`src/rtl/xserial_pkg.sv`:
```
// Shared frame constants, FSM state encoding and the flow-message builder
// used by the serial frame transmitter, its interface and its bench.
package xserial_pkg;

    localparam int FRAME_W = 12;

    localparam logic [1:0] KIND_DATA = 2'b00;
    localparam logic [1:0] KIND_MSG  = 2'b01;

    localparam logic [7:0] FLOW_PAYLOAD_HALT   = 8'h01;
    localparam logic [7:0] FLOW_PAYLOAD_RESUME = 8'h00;

    localparam logic [3:0] LAST_IDX = 4'(FRAME_W - 1);

    typedef enum logic [2:0] {
        ST_IDLE,
        ST_START,
        ST_DATA,
        ST_PARITY,
        ST_STOP,
        ST_GAP
    } tx_state_e;

    // Flow messages always target destination 00.
    function automatic logic [FRAME_W-1:0] flow_msg(input logic halt);
        return {KIND_MSG, 2'b00, (halt ? FLOW_PAYLOAD_HALT : FLOW_PAYLOAD_RESUME)};
    endfunction

endpackage

```
`src/rtl/xserial_frame_tx_if.sv`:
```
// Frame-input, flow-control and serial-line bundle of the frame transmitter.
// slave = transmitter side, master = driver/bench side.
interface xserial_frame_tx_if;
    import xserial_pkg::*;

    logic [FRAME_W-1:0] in_data;
    logic               in_valid;
    logic               in_ack;
    logic               full;
    logic               halted;
    logic               flow_req;
    logic               flow_halt;
    logic               flow_ack;
    logic               out_data;
    logic               busy;

    modport slave (
        input  in_data, in_valid, halted, flow_req, flow_halt,
        output in_ack, full, flow_ack, out_data, busy
    );

    modport master (
        output in_data, in_valid, halted, flow_req, flow_halt,
        input  in_ack, full, flow_ack, out_data, busy
    );

endinterface

```
`src/rtl/xserial_tx_fifo.sv`:
```
// Synchronous count-based frame queue; head visible the cycle after a push.
// Push is ignored while full (even with a same-cycle pop); pop ignored while empty.
module xserial_tx_fifo #(
    parameter int DEPTH = 4,
    parameter int W     = 12
) (
    input  logic         clock,
    input  logic         reset,
    input  logic         push_i,
    input  logic [W-1:0] push_dat_i,
    input  logic         pop_i,
    output logic [W-1:0] head_dat_o,
    output logic         full_o,
    output logic         empty_o
);

    localparam int PTR_W = $clog2(DEPTH);
    localparam int CNT_W = PTR_W + 1;

    logic [W-1:0]     mem_q [DEPTH];
    logic [PTR_W-1:0] wr_ptr_q, rd_ptr_q;
    logic [CNT_W-1:0] cnt_q, cnt_d;
    logic             full_q, empty_q;
    logic             push_ok, pop_ok;

    assign push_ok = push_i & ~full_q;
    assign pop_ok  = pop_i & ~empty_q;

    always_comb begin
        cnt_d = cnt_q;
        if (push_ok && !pop_ok) begin
            cnt_d = cnt_q + CNT_W'(1);
        end else if (pop_ok && !push_ok) begin
            cnt_d = cnt_q - CNT_W'(1);
        end
    end

    // DEPTH is a power of two, so the pointers wrap on their own.
    always_ff @(posedge clock or negedge reset) begin
        if (!reset) begin
            wr_ptr_q <= '0;
            rd_ptr_q <= '0;
            cnt_q    <= '0;
            full_q   <= 1'b0;
            empty_q  <= 1'b1;
        end else begin
            if (push_ok) wr_ptr_q <= wr_ptr_q + PTR_W'(1);
            if (pop_ok)  rd_ptr_q <= rd_ptr_q + PTR_W'(1);
            cnt_q   <= cnt_d;
            full_q  <= (cnt_d == CNT_W'(DEPTH));
            empty_q <= (cnt_d == '0);
        end
    end

    always_ff @(posedge clock) begin
        if (push_ok) mem_q[wr_ptr_q] <= push_dat_i;
    end

    assign head_dat_o = mem_q[rd_ptr_q];
    assign full_o     = full_q;
    assign empty_o    = empty_q;

endmodule

```
`src/rtl/xserial_frame_tx.sv`:
```
// Queues 12-bit frames and serialises start/12 data MSB-first/even parity/stop; start bit
// appears two edges after acceptance into an idle block. Backpressure: in_ack drops while the queue is full.
module xserial_frame_tx
    import xserial_pkg::*;
#(
    parameter int FIFO_DEPTH = 4,
    parameter int GAP_BITS   = 1
) (
    input  logic               clock,
    input  logic               reset,
    xserial_frame_tx_if.slave  bus
);

    localparam logic [1:0] GAP_LOAD = 2'(GAP_BITS - 1);

    tx_state_e          state_q;
    logic [FRAME_W-1:0] shift_q;
    logic [3:0]         idx_q;
    logic [1:0]         gap_q;
    logic               pending_q;
    logic               is_flow_q;
    logic               out_q;
    logic               flow_ack_q;

    logic [FRAME_W-1:0] fifo_head;
    logic               fifo_full;
    logic               fifo_empty;
    logic               launch_ok;
    logic               launch_flow;
    logic               launch_data;
    logic               launch;
    logic [FRAME_W-1:0] next_frame;

    xserial_tx_fifo #(
        .DEPTH (FIFO_DEPTH),
        .W     (FRAME_W)
    ) u_fifo (
        .clock      (clock),
        .reset      (reset),
        .push_i     (bus.in_ack),
        .push_dat_i (bus.in_data),
        .pop_i      (launch_data),
        .head_dat_o (fifo_head),
        .full_o     (fifo_full),
        .empty_o    (fifo_empty)
    );

    // The last gap cycle acts as an idle decision point so that back-to-back
    // frames are separated by exactly GAP_BITS high bits, not GAP_BITS+1.
    always_comb begin
        launch_ok   = (state_q == ST_IDLE) || ((state_q == ST_GAP) && (gap_q == '0));
        launch_flow = launch_ok & pending_q;
        launch_data = launch_ok & ~pending_q & ~fifo_empty & ~bus.halted;
        launch      = launch_flow | launch_data;
        next_frame  = launch_flow ? flow_msg(bus.flow_halt) : fifo_head;
    end

    // The line is registered, so each state's bit shows in the following cycle.
    always_ff @(posedge clock or negedge reset) begin
        if (!reset) begin
            state_q    <= ST_IDLE;
            shift_q    <= '0;
            idx_q      <= '0;
            gap_q      <= '0;
            pending_q  <= 1'b0;
            is_flow_q  <= 1'b0;
            out_q      <= 1'b1;
            flow_ack_q <= 1'b0;
        end else begin
            flow_ack_q <= 1'b0;
            pending_q  <= launch_flow ? 1'b0 : (pending_q | bus.flow_req);
            unique case (state_q)
                ST_IDLE, ST_GAP: begin
                    out_q <= 1'b1;
                    if ((state_q == ST_GAP) && (gap_q != '0)) begin
                        gap_q <= gap_q - 2'd1;
                    end else if (launch) begin
                        state_q   <= ST_START;
                        shift_q   <= next_frame;
                        is_flow_q <= launch_flow;
                    end else begin
                        state_q <= ST_IDLE;
                    end
                end
                ST_START: begin
                    out_q   <= 1'b0;
                    idx_q   <= LAST_IDX;
                    state_q <= ST_DATA;
                end
                ST_DATA: begin
                    out_q <= shift_q[idx_q];
                    if (idx_q == '0) state_q <= ST_PARITY;
                    else             idx_q   <= idx_q - 4'd1;
                end
                ST_PARITY: begin
                    out_q   <= ^shift_q;
                    state_q <= ST_STOP;
                end
                ST_STOP: begin
                    out_q      <= 1'b1;
                    flow_ack_q <= is_flow_q;
                    gap_q      <= GAP_LOAD;
                    state_q    <= ST_GAP;
                end
                default: begin
                    out_q   <= 1'b1;
                    state_q <= ST_IDLE;
                end
            endcase
        end
    end

    assign bus.in_ack   = bus.in_valid & ~fifo_full;
    assign bus.full     = fifo_full;
    assign bus.out_data = out_q;
    assign bus.flow_ack = flow_ack_q;
    assign bus.busy     = (state_q != ST_IDLE) | ~fifo_empty;

endmodule

```
`src/flat_wrapper.sv`:
```
// flat-port wrapper written by rule: the top's interface ports become plain ports
module xserial_frame_tx_flat import xserial_pkg::*;
#(
    parameter int FIFO_DEPTH = 4,
    parameter int GAP_BITS   = 1
)
  (clock, reset, bus_in_data, bus_in_valid, bus_halted, bus_flow_req, bus_flow_halt, bus_in_ack, bus_full, bus_flow_ack, bus_out_data, bus_busy);
  xserial_frame_tx_if bus_i ();
  input  logic clock;
  input  logic reset;
  input wire logic [$bits(bus_i.in_data)-1:0] bus_in_data;
  input wire logic [$bits(bus_i.in_valid)-1:0] bus_in_valid;
  input wire logic [$bits(bus_i.halted)-1:0] bus_halted;
  input wire logic [$bits(bus_i.flow_req)-1:0] bus_flow_req;
  input wire logic [$bits(bus_i.flow_halt)-1:0] bus_flow_halt;
  output wire logic [$bits(bus_i.in_ack)-1:0] bus_in_ack;
  output wire logic [$bits(bus_i.full)-1:0] bus_full;
  output wire logic [$bits(bus_i.flow_ack)-1:0] bus_flow_ack;
  output wire logic [$bits(bus_i.out_data)-1:0] bus_out_data;
  output wire logic [$bits(bus_i.busy)-1:0] bus_busy;
  assign bus_i.in_data = bus_in_data;
  assign bus_i.in_valid = bus_in_valid;
  assign bus_i.halted = bus_halted;
  assign bus_i.flow_req = bus_flow_req;
  assign bus_i.flow_halt = bus_flow_halt;
  assign bus_in_ack = bus_i.in_ack;
  assign bus_full = bus_i.full;
  assign bus_flow_ack = bus_i.flow_ack;
  assign bus_out_data = bus_i.out_data;
  assign bus_busy = bus_i.busy;
  xserial_frame_tx #(.FIFO_DEPTH(FIFO_DEPTH), .GAP_BITS(GAP_BITS)) u_core (.clock(clock), .reset(reset), .bus(bus_i));
endmodule
```
`config.mk`:
```
export PLATFORM = sky130hd
export DESIGN_NAME = xserial_frame_tx_flat
export DESIGN_NICKNAME = d
export VERILOG_FILES = /design/src/rtl/xserial_pkg.sv /design/src/rtl/xserial_frame_tx_if.sv /design/src/rtl/xserial_tx_fifo.sv /design/src/rtl/xserial_frame_tx.sv /design/src/flat_wrapper.sv
export SDC_FILE = /design/constraint.sdc
export NUM_CORES = 1
export LEC_CHECK = 0
export ABC_AREA = 1
export BUFFER_PORTS_ARGS = -buffer_cell sky130_fd_sc_hd__buf_2
export CELL_PAD_IN_SITES_DETAIL_PLACEMENT = 0
export CELL_PAD_IN_SITES_GLOBAL_PLACEMENT = 1
export CORE_AREA = 2 2 98 100
export DETAILED_ROUTE_END_ITERATION = 16
export DIE_AREA = 0 0 100 102
export PLACE_DENSITY_LB_ADDON = 0.1
export SYNTH_ARGS = -nofsm -noshare
export SYNTH_HDL_FRONTEND = slang
export SYNTH_SLANG_ARGS = --single-unit
```
`constraint.sdc`:
```
create_clock -name clock -period 3.54 [get_ports clock]
set_input_delay 0.177 -clock clock [delete_from_list [all_inputs] [get_ports clock]]
set_output_delay 0.177 -clock clock [all_outputs]
set_load 0.03 [all_outputs]
```
### Word level (Yosys, flattened, before mapping)

Memory sizes are Yosys's and may differ from the RTL's.
Index checks and enable logic that the tools add are counted.

* word-level logic and storage cells: 86
* memories: 1
* register bits: 34
* RAM bits: 48

* mux-type cells: 19
* bitwise gates (word level): 15
* reduce and logical (&&, ||, !) cells: 21
* $lt $le $gt $ge: 1
* equal/unequal tests: 10
* $add $sub $neg: 6

Memory list
* u_core.u_fifo.mem_q: depth 4, bits a word 12, rd ports 1, clocked after memory_dff 0, wr ports 1, RTL line xserial_tx_fifo.sv:20 `logic [W-1:0] mem_q [DEPTH];`

Operator list (count)
* 3-bit one-hot mux with 5 select lines: 1
* 12-bit two-way mux: 1
* 3-bit two-way mux: 4
* 12-bit parity: 1
* 3-bit == test (second input constant): 3
* 4-bit one-hot mux with 2 select lines: 1
* 1-bit AND: 7
* 1-bit two-way mux: 7
* 3-bit by 2-bit == test with 1-bit output (second input constant): 2
* 3-bit zero test: 2
* 2-bit AND reduction: 3
* 2-bit nonzero test: 3
* 4-bit by 5-bit < comparator with 1-bit output (second input constant): 1
* 1-bit inverter: 5
* 2-bit by 1-bit adder with 2-bit output (second input constant): 2
* 1-bit binary-select mux with 4-bit select: 1
* 1-bit logical AND: 4
* 4-bit zero test: 1
* 4-bit two-way mux: 1
* 2-bit by 1-bit != test with 1-bit output (second input constant): 2
* 2-bit != test (second input constant): 2
* 2-bit one-hot mux with 2 select lines: 1
* 4-bit by 1-bit subtractor with 4-bit output (second input constant): 1
* 3-bit by 1-bit adder with 3-bit output (second input constant): 1
* 12 further kinds: 15

### Depth between registers and ports, before layout

Gate-level depths: netlist of the first run.

* word-level depth: 11
* depth in mapped cells: 11
* gate-level depth less buffers: 11

### Hierarchy

From an unflattened synthesis of the first run, not the netlist that was laid out.

* cells, all modules: 411
* area, all modules: 3982.6 um2

By module, submodules not included
* xserial_tx_fifo: cells an instance 196, area an instance 2378.5 um2, times used 1
* xserial_frame_tx: cells an instance 215, area an instance 1604.0 um2, times used 1

### Worst setup path before layout of the first run

Ideal clock, no wire load.

* kind: reg-to-reg
* start: reg u_core.u_fifo.full_q (netlist: u_core.u_fifo.full_o)
* end: mem u_core.u_fifo.mem_q[0][0] (enable)
* stages on the path, launching flop included: 4
* arrival time: 1.594 ns
* required time: 3.160 ns
* period minus slack after synthesis: 1.975 ns
* library setup time: 0.380 ns
* path slack: 1.565 ns
* cell sequence: dfrtp_1 nor2_4 inv_1 nor2_1

* word-level cells in the longest chain between the ends: 5

Ends and longest elaborated chain
* start: declaration: RTL line xserial_tx_fifo.sv:23 `logic full_q, empty_q;`
* start signal: assignment: RTL line xserial_tx_fifo.sv:50 `full_q <= (cnt_d == CNT_W'(DEPTH));`
* 1-bit inverter: RTL line xserial_frame_tx.sv:113 `assign bus.in_ack = bus.in_valid & ~fifo_full;`
* 1-bit AND: RTL line xserial_frame_tx.sv:113
* net bus_in_ack: RTL line flat_wrapper.sv:16 `output wire logic [$bits(bus_i.in_ack)-1:0] bus_in_ack;`
* 1-bit AND: RTL line xserial_tx_fifo.sv:26 `assign push_ok = push_i & ~full_q;`
* 1-bit two-way mux: RTL line xserial_tx_fifo.sv:56 `if (push_ok) mem_q[wr_ptr_q] <= push_dat_i;`
* 1-bit two-way mux (implied by the code): RTL line xserial_tx_fifo.sv:56
* end: declaration: RTL line xserial_tx_fifo.sv:20

The timed path passes the listed nets, and every way through them passes these cells.

### Worst setup path after layout of the first run

* start: reg u_core.u_fifo.full_q (netlist: u_core.u_fifo.full_o)
* end: mem u_core.u_fifo.mem_q[0][7] (enable)

* word-level cells in the longest chain between the ends: 5

Ends and longest elaborated chain (RTL line)
* 1-bit inverter (*): xserial_tx_fifo.sv:26, xserial_frame_tx.sv:113
* 1-bit AND: xserial_frame_tx.sv:113
* 1-bit AND (*): xserial_tx_fifo.sv:26
* 1-bit two-way mux (*): xserial_tx_fifo.sv:56
* 1-bit two-way mux (implied by the code) (*): xserial_tx_fifo.sv:56

Every way passes the cells marked *; elsewhere a longest branch is shown, timed or not.

==> metrics, run 1 <==
number of flops mapped to enable cells by yosys=48; global placement routability congestion=between 0.7 and 0.8; root buf cell=sky130_fd_sc_hd__clkbuf_8; via count of the first global-routing pass=between 2000 and 2500; total negative setup slack=0 ps; async set-or-reset flop fraction in the synthesized netlist=between 40% and 50%; DRC errors left=0; nets in the synthesized netlist=370; number of antenna violations at the first check in global routing=0; final worst-path setup slack=between 1500 and 2000 ps; overall routed net length=~7100 um; Synth Instances=344; top cell family by delay on the critical path=simple AND/OR/NAND/NOR gates; leakage=1.740 nW; fraction of final layout cells with drive strength greater than 1=between 10% and 20%; classification of the worst setup path=reg -> reg; Clock H-tree levels=3; setup repair after global routing missed its margin=no; Worst EP required=between 3000 and 4000 ps; Post-CTS Setup Repair Bufs=0; Final #Nets=396; proportion of synthesized chip area in sequential cells=between 60% and 70%; ANT cells=0; data arrival time of the critical path=1970 ps; maximum cell stage delay along the critical path=approximately 800 ps; clock-pin slew on the worst setup and hold paths=90 ps; status=complete, no violations; number of register bits inferred by synthesis=82; detailed-routing iteration count for the pre-antenna-repair pass=4; core area=roughly 9000 um^2; distinct cell type count after synthesis=37; type of destination of the critical path=flop; TritonCTS clock tree=done; GRT Residual Overflow=0; Max transition margin=around 32%; critical-path cell list=nor2_4 > inv_1 > nor2_1; top cells by area, synth=sky130_fd_sc_hd__edfxtp_1, sky130_fd_sc_hd__dfrtp_1, sky130_fd_sc_hd__nand2_1; Starting Density=40.44%; largest net degree at the start of global routing=35; startpoint type of the worst setup path=flop; post-CTS sizing=0; Mapped Area=around 3700 um^2; die footprint=10200 um^2; maximum capacitance violations=0; relative area change from synthesis to final layout=12.50%; Worst-Skew Late Latency=350 ps; antenna violation net count after detailed routing=0; Chip Width=100 um; count of input and output buffers=22; first-pass GRT wire length=11840 um; worst slack after detailed placement=between 1000 and 1500 ps; Sinks on Clock Net=between 80 and 90; area leader, netlist=sky130_fd_sc_hd__edfxtp_1; Longest Clk Path Bufs=2; routed vias/inst=about 4.9; synthesized area per cell=10.71 um^2; most frequent cells after synthesis=sky130_fd_sc_hd__nand2_1, sky130_fd_sc_hd__edfxtp_1, sky130_fd_sc_hd__nor2_1, sky130_fd_sc_hd__o21ai_0, sky130_fd_sc_hd__inv_1; top flip-flop cell by instance count after synthesis=sky130_fd_sc_hd__edfxtp_1; fraction of post-synthesis cell area in the top cell type by area=between 30% and 40%; setup-violating endpoint count in the final report=0; CP Max Fanout=12; total vias in the final route=between 2000 and 2500; floorplan row count=35; number of DRC markers after the initial detailed-route iteration=116; portion of the clock cycle consumed by the worst path in the final layout=56.51%; post-detailed-placement half-perimeter wirelength=5161 um; DR WL/cell=14.58 um; die extent in y=between 100 and 150 um; cts-stage hold buffer count=1; slowest CP cell=sky130_fd_sc_hd__nor2_1; peak clock frequency supported by timing=499.9 MHz; clk_skew=9.620 ps; number of hold violations in the final report=0; final core utilization=45.49%; number of slew-limit violations in the final report=0; Tmin final=2000 ps; worst slew pin tran=1010 ps; GR Util All Layers=between 10% and 20%; type of the tightest min-delay check=in -> reg; pwr/cell area=between 800 and 900 nW/um^2; top-level port count=23; number of warnings reported in the yosys synthesis log=0; TritonCTS buffer count=9; worst voltage drop across the vdd grid=~350 uV; CP Buf/Inv Count=1; Filler Cell Count=832; dominant cell by count in the synthesized netlist=sky130_fd_sc_hd__nand2_1
## where the power goes
group          switching [mW]  leakage (nW)  internal [mW]
registers               0.213         0.860           1.31
logic                   0.862         0.759          0.482
clock network           0.337         0.121          0.473
total                    1.41          1.74           2.27
## layer usage
metal	routed length, um	vias to the layer above	track usage [%]
li1	-	1216	-
met1	3600	1134	21.80
met2	3136	42	22.66
met3	275	7	4.651
met4	74	0	4.531
met5	0	-	0
## state kept, by name, indices dropped and copies added (netlist names), 2 cells and up
name,cells
u_core.shift_q,12
u_core.gap_q,2
u_core.state_q,3
u_core.u_fifo.wr_ptr_q,2
u_core.u_fifo.rd_ptr_q,2
u_core.u_fifo.mem_q,48
u_core.u_fifo.cnt_q,3
u_core.idx_q,4
## kinds of logic (layout without fill, tap and decap cells)
kind of cell,Yosys count,after routing,share of synthesized area [%]
adder cells (fa/ha/maj),8,8,2.717
XOR/XNOR,14,14,3.329
AND/OR/NAND/NOR,125,125,16.03
flip-flops,82,82,62.30
AO/OA/AOI/OAI,69,69,10.53
buffers and inverters,46,77,5.095
## through the flow
stage | hold slack [ps] | std cells | power (mW) | cell area (um^2)
CTS | 37.37 | 486 | 3.731 | 4144
global route | 31.15 | 486 | 4.004 | 4144
finish | 47.61 | 486 | 3.678 | 4144
detailed placement | 323.3 | 469 | 2.907 | 3894
floorplan | -118.6 | 344 | 2.576 | 3684
global placement | 311.3 | 469 | 2.899 | 3894
## area by class of cell
type | instances | area, um^2 | share of cell area, %
clock inverter | 6 | 112.6 | 2.717
inverter | 37 | 141.4 | 3.412
tap | 111 | 138.9 | 3.351
timing repair buffer | 24 | 127.6 | 3.080
clock buffer | 10 | 127.6 | 3.080
multi-input combinational | 216 | 1201 | 28.99
sequential | 82 | 2295 | 55.37
## cells in the final DEF, fill, tap and decap left out, types with 2 or more instances in the layout
cell type                   instances
sky130_fd_sc_hd__xor2_1             5
sky130_fd_sc_hd__inv_1             33
sky130_fd_sc_hd__edfxtp_1          48
sky130_fd_sc_hd__nand2_1           49
sky130_fd_sc_hd__xnor2_1            9
sky130_fd_sc_hd__a22o_1             3
sky130_fd_sc_hd__o22ai_1           12
sky130_fd_sc_hd__inv_2              3
sky130_fd_sc_hd__a21oi_1            6
sky130_fd_sc_hd__ha_1               8
sky130_fd_sc_hd__buf_2             22
sky130_fd_sc_hd__o21ai_0           36
sky130_fd_sc_hd__dfrtp_1           32
sky130_fd_sc_hd__nand4_1            3
sky130_fd_sc_hd__bufinv_16          3
sky130_fd_sc_hd__o21ai_1            6
sky130_fd_sc_hd__clkbuf_8           9
sky130_fd_sc_hd__nand2_2            2
sky130_fd_sc_hd__nor2_2             2
sky130_fd_sc_hd__nor2_1            47
sky130_fd_sc_hd__o211ai_1           2
sky130_fd_sc_hd__inv_6              2
sky130_fd_sc_hd__nand3_1           12
sky130_fd_sc_hd__nand2_4            2
sky130_fd_sc_hd__dfstp_2            2
## final timing paths
check / from / to / slack (ps) / cells after the start
min in group asynchronous: reset / u_core.idx_q[3]$_DFFE_PN0P_ / 450 / 2
max in group asynchronous: reset / u_core.shift_q[10]$_DFFE_PN0P_ / 2590 / 2
min reg2reg: u_core.is_flow_q$_DFFE_PN0P_ / u_core.bus.flow_ack$_DFF_PN0_ / 500 / 2
min: bus_in_data[0] / u_core.u_fifo.mem_q[3][0]$_DFFE_PP_ / 50 / 1
max: u_core.u_fifo.full_o$_DFF_PN0_ / u_core.u_fifo.mem_q[0][7]$_DFFE_PP_ / 1540 / 3
max reg2reg: u_core.u_fifo.full_o$_DFF_PN0_ / u_core.u_fifo.mem_q[0][7]$_DFFE_PP_ / 1540 / 3
(Power assumes the default switching activity.)
==> run 2: changes to the inputs <==
==> constraint.sdc (replaced) <==
create_clock -name clock -period 1.61 [get_ports clock]
set_input_delay 0.0805 -clock clock [delete_from_list [all_inputs] [get_ports clock]]
set_output_delay 0.0805 -clock clock [all_outputs]
set_load 0.03 [all_outputs]
==> run 2 against run 1 <==
Utilization is 3.2 points higher. Clock power increased by 86%. Combinational power grew to 2.6 times the previous value. Critical path type unchanged. Largest power group is now combinational cells.
==> metrics, run 2 (synthesis results as in run 1) <==
Critical Path Source=u_core.gap_q[0]$_DFFE_PN0P_; dpl cell area=4064 um^2; type of destination of the critical path=flop; clk_skew=6.798 ps; Worst-Skew Late Latency=340 ps; Starting Density=about two fifths; total vias in the final route=2463; peak clock frequency supported by timing=650.5 MHz; pwr/cell area=1851 nW/um^2; classification of the worst setup path=reg -> reg; max reg flops=48; GR Util All Layers=between 15 and 20%; via count of the first global-routing pass=2450; capture endpoint of the worst hold path=u_core.shift_q[10]$_DFFE_PN0P_; worst slew pin tran=474.6 ps; Chip Width=100 um; root buf cell=sky130_fd_sc_hd__clkbuf_8; Worst EP required=1850 ps; top-level port count=23; maximum capacitance violations=0; startpoint type of the worst setup path=flop; Clock H-tree levels=3; count of input and output buffers=22; Critical R2R Launch=u_core.gap_q[0]$_DFFE_PN0P_; core area=9109 um^2; worst voltage drop across the vdd grid=656.5 uV; die extent in y=102 um; detailed-routing iteration count for the pre-antenna-repair pass=6; number of antenna violations at the first check in global routing=0; GRT Residual Overflow=0; Final #Nets=between 400 and 500; die footprint=10200 um^2; cell count after placement=481; antenna violation net count after detailed routing=0; Reg2Reg Capture Point=u_core.u_fifo.full_o$_DFF_PN0_; CP Max Fanout=6; floorplan row count=35; Final Cell Area=4438 um^2; DRC errors left=0; data arrival time of the critical path=1780 ps; overall routed net length=7185 um; status=complete, no violations; register with the most flip-flops=u_core.u_fifo.mem_q; worst reg2reg path depth=11; most frequent cells in the layout=sky130_fd_sc_hd__nand2_1, sky130_fd_sc_hd__edfxtp_1, sky130_fd_sc_hd__nor2_1; post-detailed-placement half-perimeter wirelength=~5000 um; clock-pin slew on the worst setup and hold paths=about 90 ps; Longest Clk Path Bufs=2; leakage=about 1.9 nW; Max transition margin=68.32%; number of DRC markers after the initial detailed-route iteration=67; global placement routability congestion=0.7519; fraction of final layout cells with drive strength greater than 1=about a fifth; hold path depth=4; routed vias/inst=4.811; DR WL/cell=about 14 um; final core utilization=between 40% and 50%; ANT cells=0; R2R Setup Slk=a little over 70 ps; first-pass GRT wire length=12140 um; number of slew-limit violations in the final report=0; relative area change from synthesis to final layout=20.48%; setup-violating endpoint count in the final report=0; TritonCTS buffer count=9; number of cells in the finished layout apart from fillers=512; setup repair after global routing missed its margin=yes; hold path start=bus_halted; Sinks on Clock Net=82; biggest regs=u_core.u_fifo.mem_q: 48 flops, u_core.shift_q: 12 flops, u_core.idx_q: 4 flops; type of the tightest min-delay check=in -> reg; largest net degree at the start of global routing=35; Tmin final=1537 ps; portion of the clock cycle consumed by the worst path in the final layout=95.48%; Post-CTS Setup Repair Bufs=0; number of hold violations in the final report=0; TritonCTS clock tree=done
[run 2: cell count changes in the layout (fill, tap and decap cells not counted), moves of 2 or more]
cell and delta:
sky130_fd_sc_hd__nor2_4 +4, sky130_fd_sc_hd__bufinv_16 -2, sky130_fd_sc_hd__dlygate4sd3_1 +14, sky130_fd_sc_hd__buf_4 +8
sky130_fd_sc_hd__nor2_1 -5, sky130_fd_sc_hd__clkinv_4 +4, sky130_fd_sc_hd__buf_12 +4
[run 2: metrics by stage]
| step | TNS, ps | power, mW | worst slack [ps] | hold slack, ps |
|---|---|---|---|---|
| 2_1_floorplan | -5215 | 5.722 | -106.7 | -215.1 |
| 3_3_place_gp | 0 | 6.718 | 105.7 | 146.9 |
| 3_5_place_dp | 0 | 6.760 | 77.31 | 149.5 |
| 4_1_cts | 0 | 8.326 | 57.62 | 150.9 |
| 5_1_grt | -176.5 | 8.961 | -75.09 | 184.8 |
| 6_report | 0 | 8.215 | 72.80 | 173.0 |
[run 2: layout make-up]
cell class / instances / area, um^2
clock buffers: 9 / 123.9
well taps: 111 / 138.9
repair buffers: 50 / 407.9
fillers: 861 / 4671
inverters: 37 / 148.9
multi-input cells: 216 / 1245
flip-flops and latches: 82 / 2295
clock inverters: 7 / 78.83
[run 2: how the worst max path moves through the flow]
stage / slack (ps) / to / cells past startpoint
floorplan: -110 / u_core.u_fifo.mem_q[0][0]$_DFFE_PP_ / 3
global placement: 110 / u_core.shift_q[10]$_DFFE_PN0P_ / 9
detailed placement: 80 / u_core.shift_q[10]$_DFFE_PN0P_ / 9
CTS: 60 / u_core.shift_q[10]$_DFFE_PN0P_ / 9
global route: -80 / u_core.u_fifo.full_o$_DFF_PN0_ / 11
finish: 70 / u_core.u_fifo.full_o$_DFF_PN0_ / 11
[run 2: timing repair]
| action | in CTS | in global routing |
|---|---|---|
| resized for setup | 0 | 7 |
| setup endpoints to repair | 0 | 16 |
| endpoints found under the hold margin | 82 | 0 |
| hold buffers | 15 | 0 |
[run 2: where the power goes]
| group | switching (mW) | internal, mW |
|---|---|---|
| sequential | 0.396 | 2.87 |
| clock | 0.776 | 0.730 |
| combinational | 2.12 | 1.32 |
[run 2: critical path: stages (launching register included)]
cell	delay, ps
sky130_fd_sc_hd__dfrtp_1	400
sky130_fd_sc_hd__inv_1	60
sky130_fd_sc_hd__ha_2	180
sky130_fd_sc_hd__nand4_2	130
sky130_fd_sc_hd__nand2_4	150
sky130_fd_sc_hd__nand2_8	90
sky130_fd_sc_hd__nand2_4	100
sky130_fd_sc_hd__nand2_2	60
sky130_fd_sc_hd__nor2_1	110
sky130_fd_sc_hd__nor2_2	50
sky130_fd_sc_hd__nand2_1	70
sky130_fd_sc_hd__nor2_1	40
[run 2: per-layer routing]
| layer | GRT usage [%] | wire length (um) | vias up |
|---|---|---|---|
| li1 | - | - | 1272 |
| met1 | 20.25 | 3378 | 1155 |
| met2 | 26.72 | 3525 | 31 |
| met3 | 3.488 | 211 | 5 |
| met4 | 4.426 | 69 | 0 |
| met5 | 0 | 0 | - |
